<file path="src/rtl/lsu_pkg.sv">
// Shared types for the LSU bus master: funct3 codes, FSM states, legality check.
// The optional LSU_SW_FASTPATH_EN build lets aligned SW skip the read cycle.
package lsu_pkg;

  localparam logic [2:0] F3_B  = 3'b000;
  localparam logic [2:0] F3_H  = 3'b001;
  localparam logic [2:0] F3_W  = 3'b010;
  localparam logic [2:0] F3_BU = 3'b100;
  localparam logic [2:0] F3_HU = 3'b101;

  typedef enum logic [1:0] {
    IDLE = 2'd0,
    RD   = 2'd1,
    WR   = 2'd2,
    RESP = 2'd3
  } state_t;

  function automatic logic f3_illegal(
    input logic       wr,
    input logic [2:0] f3
  );
    logic ill;
    ill = 1'b1;
    case (f3)
      F3_B, F3_H, F3_W: ill = 1'b0;
      F3_BU, F3_HU:     ill = wr;
      default:          ill = 1'b1;
    endcase
    return ill;
  endfunction

endpackage

</file>
<file path="src/rtl/lsu_bus_master_if.sv">
// Pipeline request/response plus word bus, bundled for the LSU.
// master = the LSU itself, slave = pipeline and bus responders.
interface lsu_bus_master_if #(
  parameter int ADDR_W = 32,
  parameter int DATA_W = 32
);
  logic              req_valid;
  logic              req_ready;
  logic              req_write;
  logic [2:0]        req_funct3;
  logic [ADDR_W-1:0] req_addr;
  logic [DATA_W-1:0] req_wdata;
  logic              resp_valid;
  logic [DATA_W-1:0] resp_rdata;
  logic              resp_misaligned;
  logic              resp_fault;
  logic [ADDR_W-1:0] bus_address;
  logic [DATA_W-1:0] bus_write_data;
  logic              bus_write_sig;
  logic [DATA_W-1:0] bus_read_data;
  logic              bus_selected;

  modport master (
    input  req_valid, req_write, req_funct3,
    input  req_addr, req_wdata,
    input  bus_read_data, bus_selected,
    output req_ready,
    output resp_valid, resp_rdata,
    output resp_misaligned, resp_fault,
    output bus_address, bus_write_data,
    output bus_write_sig
  );

  modport slave (
    output req_valid, req_write, req_funct3,
    output req_addr, req_wdata,
    output bus_read_data, bus_selected,
    input  req_ready,
    input  resp_valid, resp_rdata,
    input  resp_misaligned, resp_fault,
    input  bus_address, bus_write_data,
    input  bus_write_sig
  );
endinterface

</file>
<file path="src/rtl/lsu_align.sv">
// Byte-lane logic: load extraction, store merge, misalign detection.
// Purely combinational.
module lsu_align
  import lsu_pkg::*;
(
  input  logic [31:0] word,
  input  logic [31:0] wdata,
  input  logic [1:0]  off,
  input  logic [2:0]  f3,
  output logic [31:0] rdata,
  output logic [31:0] merged,
  output logic        misaligned
);

  logic [7:0]  byte_v;
  logic [15:0] half_v;

  always_comb begin
    byte_v = word[{off, 3'b000} +: 8];
    half_v = off[1] ? word[31:16] : word[15:0];

    rdata = word;
    case (f3)
      F3_B:    rdata = {{24{byte_v[7]}}, byte_v};
      F3_BU:   rdata = {24'd0, byte_v};
      F3_H:    rdata = {{16{half_v[15]}}, half_v};
      F3_HU:   rdata = {16'd0, half_v};
      default: rdata = word;
    endcase

    merged = wdata;
    case (f3)
      F3_B: begin
        merged = word;
        merged[{off, 3'b000} +: 8] = wdata[7:0];
      end
      F3_H: begin
        merged = word;
        if (off[1]) merged[31:16] = wdata[15:0];
        else        merged[15:0]  = wdata[15:0];
      end
      default: merged = wdata;
    endcase

    misaligned = 1'b0;
    unique case (1'b1)
      (f3 == F3_H || f3 == F3_HU): misaligned = off[0];
      (f3 == F3_W):                misaligned = |off;
      default:                     misaligned = 1'b0;
    endcase
  end

endmodule

</file>
<file path="src/rtl/lsu_bus_master.sv">
// LSU bus initiator: RV32I loads/stores as word bus cycles, RMW for sub-word.
// `define LSU_SW_FASTPATH_EN sends aligned SW straight to WR.
module lsu_bus_master
  import lsu_pkg::*;
#(
  parameter int ADDR_W = 32,
  parameter int DATA_W = 32
) (
  input logic clk,
  input logic rst_n,
  lsu_bus_master_if.master lsu
);

  state_t            state;
  logic              c_write;
  logic [2:0]        c_f3;
  logic [1:0]        c_off;
  logic [DATA_W-1:0] c_wdata;

  logic              idle;
  logic [1:0]        off_sel;
  logic [2:0]        f3_sel;
  logic [31:0]       wdata_sel;
  logic [31:0]       rdata_ext;
  logic [31:0]       merged;
  logic              mis;
  logic [ADDR_W-1:0] word_addr;

  // In IDLE the aligner looks at the live request, afterwards at the capture.
  assign idle      = (state == IDLE);
  assign off_sel   = idle ? lsu.req_addr[1:0] : c_off;
  assign f3_sel    = idle ? lsu.req_funct3    : c_f3;
  assign wdata_sel = idle ? lsu.req_wdata     : c_wdata;
  assign word_addr = {lsu.req_addr[ADDR_W-1:2], 2'b00};

  lsu_align u_align (
    .word       (lsu.bus_read_data),
    .wdata      (wdata_sel),
    .off        (off_sel),
    .f3         (f3_sel),
    .rdata      (rdata_ext),
    .merged     (merged),
    .misaligned (mis)
  );

  always_ff @(posedge clk or negedge rst_n) begin
    if (!rst_n) begin
      state               <= IDLE;
      c_write             <= 1'b0;
      c_f3                <= '0;
      c_off               <= '0;
      c_wdata             <= '0;
      lsu.req_ready       <= 1'b1;
      lsu.resp_valid      <= 1'b0;
      lsu.resp_rdata      <= '0;
      lsu.resp_misaligned <= 1'b0;
      lsu.resp_fault      <= 1'b0;
      lsu.bus_address     <= '0;
      lsu.bus_write_data  <= '0;
      lsu.bus_write_sig   <= 1'b0;
    end else begin
      unique case (state)
        IDLE: begin
          if (lsu.req_valid) begin
            c_write       <= lsu.req_write;
            c_f3          <= lsu.req_funct3;
            c_off         <= lsu.req_addr[1:0];
            c_wdata       <= lsu.req_wdata;
            lsu.req_ready <= 1'b0;
            if (f3_illegal(lsu.req_write, lsu.req_funct3)) begin
              state          <= RESP;
              lsu.resp_valid <= 1'b1;
              lsu.resp_fault <= 1'b1;
            end else if (mis) begin
              state               <= RESP;
              lsu.resp_valid      <= 1'b1;
              lsu.resp_misaligned <= 1'b1;
`ifdef LSU_SW_FASTPATH_EN
            end else if (lsu.req_write &&
                         lsu.req_funct3 == F3_W) begin
              state              <= WR;
              lsu.bus_address    <= word_addr;
              lsu.bus_write_data <= merged;
              lsu.bus_write_sig  <= 1'b1;
`endif
            end else begin
              state           <= RD;
              lsu.bus_address <= word_addr;
            end
          end
        end
        RD: begin
          if (!lsu.bus_selected) begin
            state           <= RESP;
            lsu.resp_valid  <= 1'b1;
            lsu.resp_fault  <= 1'b1;
            lsu.bus_address <= '0;
          end else if (c_write) begin
            state              <= WR;
            lsu.bus_write_data <= merged;
            lsu.bus_write_sig  <= 1'b1;
          end else begin
            state           <= RESP;
            lsu.resp_valid  <= 1'b1;
            lsu.resp_rdata  <= rdata_ext;
            lsu.bus_address <= '0;
          end
        end
        WR: begin
          state              <= RESP;
          lsu.resp_valid     <= 1'b1;
`ifdef LSU_SW_FASTPATH_EN
          lsu.resp_fault     <= !lsu.bus_selected;
`endif
          lsu.bus_address    <= '0;
          lsu.bus_write_data <= '0;
          lsu.bus_write_sig  <= 1'b0;
        end
        RESP: begin
          state               <= IDLE;
          lsu.req_ready       <= 1'b1;
          lsu.resp_valid      <= 1'b0;
          lsu.resp_rdata      <= '0;
          lsu.resp_misaligned <= 1'b0;
          lsu.resp_fault      <= 1'b0;
        end
        default: state <= IDLE;
      endcase
    end
  end

endmodule

</file>
<file path="src/flat_wrapper.sv">
// flat-port wrapper written by rule: the top's interface ports become plain ports
module lsu_bus_master_flat import lsu_pkg::*;
#(
  parameter int ADDR_W = 32,
  parameter int DATA_W = 32
)
  (clk, rst_n, lsu_req_valid, lsu_req_write, lsu_req_funct3, lsu_req_addr, lsu_req_wdata, lsu_bus_read_data, lsu_bus_selected, lsu_req_ready, lsu_resp_valid, lsu_resp_rdata, lsu_resp_misaligned, lsu_resp_fault, lsu_bus_address, lsu_bus_write_data, lsu_bus_write_sig);
  lsu_bus_master_if #(.ADDR_W(ADDR_W), .DATA_W(DATA_W)) lsu_i ();
  input logic clk;
  input logic rst_n;
  input wire logic [$bits(lsu_i.req_valid)-1:0] lsu_req_valid;
  input wire logic [$bits(lsu_i.req_write)-1:0] lsu_req_write;
  input wire logic [$bits(lsu_i.req_funct3)-1:0] lsu_req_funct3;
  input wire logic [$bits(lsu_i.req_addr)-1:0] lsu_req_addr;
  input wire logic [$bits(lsu_i.req_wdata)-1:0] lsu_req_wdata;
  input wire logic [$bits(lsu_i.bus_read_data)-1:0] lsu_bus_read_data;
  input wire logic [$bits(lsu_i.bus_selected)-1:0] lsu_bus_selected;
  output wire logic [$bits(lsu_i.req_ready)-1:0] lsu_req_ready;
  output wire logic [$bits(lsu_i.resp_valid)-1:0] lsu_resp_valid;
  output wire logic [$bits(lsu_i.resp_rdata)-1:0] lsu_resp_rdata;
  output wire logic [$bits(lsu_i.resp_misaligned)-1:0] lsu_resp_misaligned;
  output wire logic [$bits(lsu_i.resp_fault)-1:0] lsu_resp_fault;
  output wire logic [$bits(lsu_i.bus_address)-1:0] lsu_bus_address;
  output wire logic [$bits(lsu_i.bus_write_data)-1:0] lsu_bus_write_data;
  output wire logic [$bits(lsu_i.bus_write_sig)-1:0] lsu_bus_write_sig;
  assign lsu_i.req_valid = lsu_req_valid;
  assign lsu_i.req_write = lsu_req_write;
  assign lsu_i.req_funct3 = lsu_req_funct3;
  assign lsu_i.req_addr = lsu_req_addr;
  assign lsu_i.req_wdata = lsu_req_wdata;
  assign lsu_i.bus_read_data = lsu_bus_read_data;
  assign lsu_i.bus_selected = lsu_bus_selected;
  assign lsu_req_ready = lsu_i.req_ready;
  assign lsu_resp_valid = lsu_i.resp_valid;
  assign lsu_resp_rdata = lsu_i.resp_rdata;
  assign lsu_resp_misaligned = lsu_i.resp_misaligned;
  assign lsu_resp_fault = lsu_i.resp_fault;
  assign lsu_bus_address = lsu_i.bus_address;
  assign lsu_bus_write_data = lsu_i.bus_write_data;
  assign lsu_bus_write_sig = lsu_i.bus_write_sig;
  lsu_bus_master #(.ADDR_W(ADDR_W), .DATA_W(DATA_W)) u_core (.clk(clk), .rst_n(rst_n), .lsu(lsu_i));
endmodule
</file>
<file path="config.mk">
export PLATFORM = sky130hd
export DESIGN_NAME = lsu_bus_master_flat
export DESIGN_NICKNAME = d
export VERILOG_FILES = /design/src/rtl/lsu_pkg.sv /design/src/rtl/lsu_bus_master_if.sv /design/src/rtl/lsu_align.sv /design/src/rtl/lsu_bus_master.sv /design/src/flat_wrapper.sv
export SDC_FILE = /design/constraint.sdc
export NUM_CORES = 1
export LEC_CHECK = 0
export ABC_AREA = 1
export CORE_ASPECT_RATIO = 1.2
export CORE_MARGIN = 4
export CORE_UTILIZATION = 47
export CTS_BUF_LIST = sky130_fd_sc_hd__clkbuf_8
export DETAILED_ROUTE_END_ITERATION = 7
export PLACE_DENSITY = 0.76
export SYNTH_ARGS = -nofsm -noshare
export SYNTH_HDL_FRONTEND = slang
export SYNTH_SLANG_ARGS = --single-unit
</file>
<file path="constraint.sdc">
create_clock -name clk -period 2.15 [get_ports clk]
set_input_delay 0.43 -clock clk [delete_from_list [all_inputs] [get_ports clk]]
set_output_delay 0.43 -clock clk [all_outputs]
set_load 0.005 [all_outputs]
</file>
==> impl_metrics.py <==
metrics = {
    "setup_path": {
        "crit_cells": 14,
        "cp_common_cell": "nand2_1",
        "cp.required_ns": 2.56,
        "cp-end-kind": "register",
        "crit_fanout": 6,
        "crit_buf_inv": 4,
        "path_cells": "inv_2 > ha_4 > inv_2 > nand2_1 > nand2_2 > ha_2 > inv_2 > buf_4 > nand2_1 > o21ai_4 > nand2_1 > nand2_1 > nand2_1 > nand2_1",
        "worstSetupStartpointType": "register",
        "cp_slowest_stage_delay_ns": 0.39,
        "ff2ff_setup_slack_ns": 0.06,
        "cp_top_family": "simple AND/OR/NAND/NOR gates",
        "worstRegToRegCells": 14,
        "startpoint": "u_core.state[1]",
        "crit_end": "u_core.lsu.bus_write_data[10]",
        "arrival_ns": 2.50,
        "path_class": "register to register",
        "rr_startpoint": "u_core.state[1]",
        "r2r-end": "u_core.lsu.bus_write_data[10]",
        "crit_path_top_delay_cell": "dfrtp_1",
    },
    "clock_network": {
        "tritoncts": "yes",
        "clkLatencyLatePin_ns": 0.47,
        "clock_path_buffers": 2,
        "clock-sinks": 139,
        "h-tree-depth": 4,
        "cts_root_buffer": "clkbuf_8",
        "cts_buffers": 17,
        "cts.clk_slew.worst_paths_ns": 0.09,
    },
    "sta": {
        "max_freq_mhz": 478.3,
        "finalCritPeriodShare_pct": 97.25,
        "holdWs_ns": 0.3620,
        "setup-violations-final": 0,
        "final.setup.worst_slack_ns": 0.05922,
        "drv_slew": 0,
        "rsz0062_at_grt": "yes",
        "fin_crit_ns": 2.091,
        "fin_setup_tns_ns": 0,
        "fin_skew_ns": 0.01200,
        "finalHoldViolations": 0,
    },
    "synth": {
        "synth_common_cells": "nand2_1 (613), inv_1 (143), dfrtp_1 (138)",
        "yosysUniqueCellTypes": 29,
        "async_flop_share_pct": 100.0,
        "ys_warn_count": 0,
        "synth.area.top_cells": "dfrtp_1 (40%), nand2_1 (27%), inv_1 (6.2%)",
        "ys_ff_latch": 139,
        "syn-cell-area_sq_um": 8610,
        "synth_area_leader_cell": "dfrtp_1",
        "synthCells": 1338,
        "yosysTopAreaCellShare_pct": 40.11,
        "yosysSeqAreaShare_pct": 40.42,
        "synth_area_per_cell_sq_um": 6.435,
        "yosysMostFrequentCell": "nand2_1",
        "synth_flop_cell": "dfrtp_1",
        "synth_edf_count": 0,
    },
    "place": {
        "dp.final_hpwl_um": 22970,
        "io_buffers": 202,
        "dp_cells": 1778,
        "place_ws_ns": -0.3099,
        "place_congestion": 1.080,
    },
    "global_route": {
        "grt_pass1_wl_um": 47000,
        "grt_pass1_vias": 8960,
        "grt_overflow": 0,
        "antenna_found_initial": 0,
        "grt_usage_pct": 28.76,
        "grt_max_degree": 69,
    },
    "layout": {
        "layout-drive-gt1-share_pct": 11.61,
        "insertedDiodeCount": 0,
        "fin_cells": 1822,
        "fin_nets": 1700,
        "syn2layout_area_growth_pct": 39.25,
    },
    "routing": {
        "vias": 9301,
        "drt_wl_total_um": 30250,
        "first_pass_iters": 5,
        "drtIter0Drc": 742,
        "drc_errors": 0,
        "routed_via_density": 5.105,
        "ant_nets": 0,
        "wl_per_cell_um": 16.60,
    },
    "floorplanning": {
        "die_area_sq_um": 20560,
        "start_util_pct": 48.44,
        "pin_count": 205,
        "die_y_um": 156.3,
        "chipWidth_um": 131.6,
        "rows": 53,
        "core_sq_um": 17770,
    },
    "hold_path": {
        "hold_class": "input port to asynchronous set/reset pin",
    },
    "power": {
        "vdd.ir_drop.worst_uv": 1046,
        "p_per_area_nw_per_um2": 1642,
        "p_leak_nw": 6.528,
    },
    "outcome": {
        "outcome": "finished, final reports clean",
    },
    "flow_run": {
        "drv_cap": 0,
    },
}
-- per-stage QoR --
stage / area [sq um] / utilization [%] / total power, W
2_1_floorplan: 8645 / - / 0.01150
5_1_grt: 11990 / 67.46 / 0.02125
4_1_cts: 11780 / 66.26 / 0.01885
3_3_place_gp: 11350 / 63.84 / 0.01640
3_5_place_dp: 11350 / 63.84 / 0.01656
6_report: 11990 / 67.46 / 0.01968
-- per-layer routing --
metal | track usage, % | part of all wire [%] | up-vias
met1 | 32.85 | 38 | 4208
li1 | - | - | 4589
met3 | 6.945 | 7.9 | 88
met4 | 16.11 | 5.4 | 0
met2 | 49.84 | 49 | 416
met5 | 0 | 0 | -
-- sequential cells by signal (all words and copies together), names as in the netlist --
name / count
u_core.lsu.req_ready: 1
u_core.lsu.resp_misaligned: 1
u_core.c_write: 1
u_core.c_wdata: 32
u_core.c_f3: 3
u_core.lsu.bus_write_data: 32
u_core.lsu.bus_address: 30
u_core.state: 2
u_core.lsu.resp_fault: 1
u_core.lsu.resp_rdata: 32
u_core.lsu.bus_write_sig: 1
u_core.c_off: 2
u_core.lsu.resp_valid: 1
-- report_power, final --
part           total (W)  internal (W)  switching [W]
Combinational     0.0134       0.00548        0.00794
Sequential       0.00412       0.00359       0.000523
Clock            0.00214      0.000870        0.00127
-- cell usage in the layout (no fill, tap or decap), drive strengths merged, types with 13 or more instances in the layout --
cell type      netlist  routed
o21ai               94      94
clkbuf              32      19
nand4               13      13
dfrtp              138     138
clkdlybuf4s50        0     201
a21oi               13      13
nor2               111     111
inv                146     156
buf                 35      91
nand3               95      96
nand2              629     630
-- worst min-delay path by stage --
stage | start | endpoint | slack (ns) | cells past startpoint
after floorplan | rst_n | u_core.c_f3[0] | 0.13 | 0
after global placement | rst_n | u_core.lsu.resp_rdata[13] | 0.28 | 1
after detailed placement | rst_n | u_core.lsu.resp_rdata[13] | 0.28 | 1
after CTS | rst_n | u_core.lsu.resp_rdata[13] | 0.35 | 2
after global routing | rst_n | u_core.lsu.resp_rdata[12] | 0.38 | 2
final | rst_n | u_core.lsu.resp_rdata[9] | 0.36 | 2
-- cell families (layout without fill, tap and decap cells) --
group                    Yosys count  in the layout  share of synthesized area [%]
AO/OA/AOI/OAI                    122            122                          7.528
buffers and inverters            215            476                          10.30
flip-flops                       139            139                          40.42
adder cells (fa/ha/maj)            7              7                          1.017
other                              1              2                        0.04356
AND/OR/NAND/NOR                  854            856                          40.69
-- layout make-up --
| class | instances | area [sq um] |
|---|---|---|
| timing repair buffer | 295 | 2900 |
| clock inverter | 15 | 148.9 |
| tap | 220 | 275.3 |
| inverter | 148 | 563.0 |
| timing repair inverter | 1 | 7.507 |
| clock buffer | 17 | 234.0 |
| sequential | 139 | 3480 |
| multi-input combinational | 987 | 4380 |
| fill | 1596 | 5783 |
-- timing repair --
item                       in CTS  in global routing
gates resized for setup         8                 23
buffers inserted                0                  6
setup endpoints to repair      75                 90
cloned                          1                  4
pin swaps                       0                  5
hold buffers                    1                  0
hold endpoints to repair       16                  0
Power figures use the tool's default switching activity.
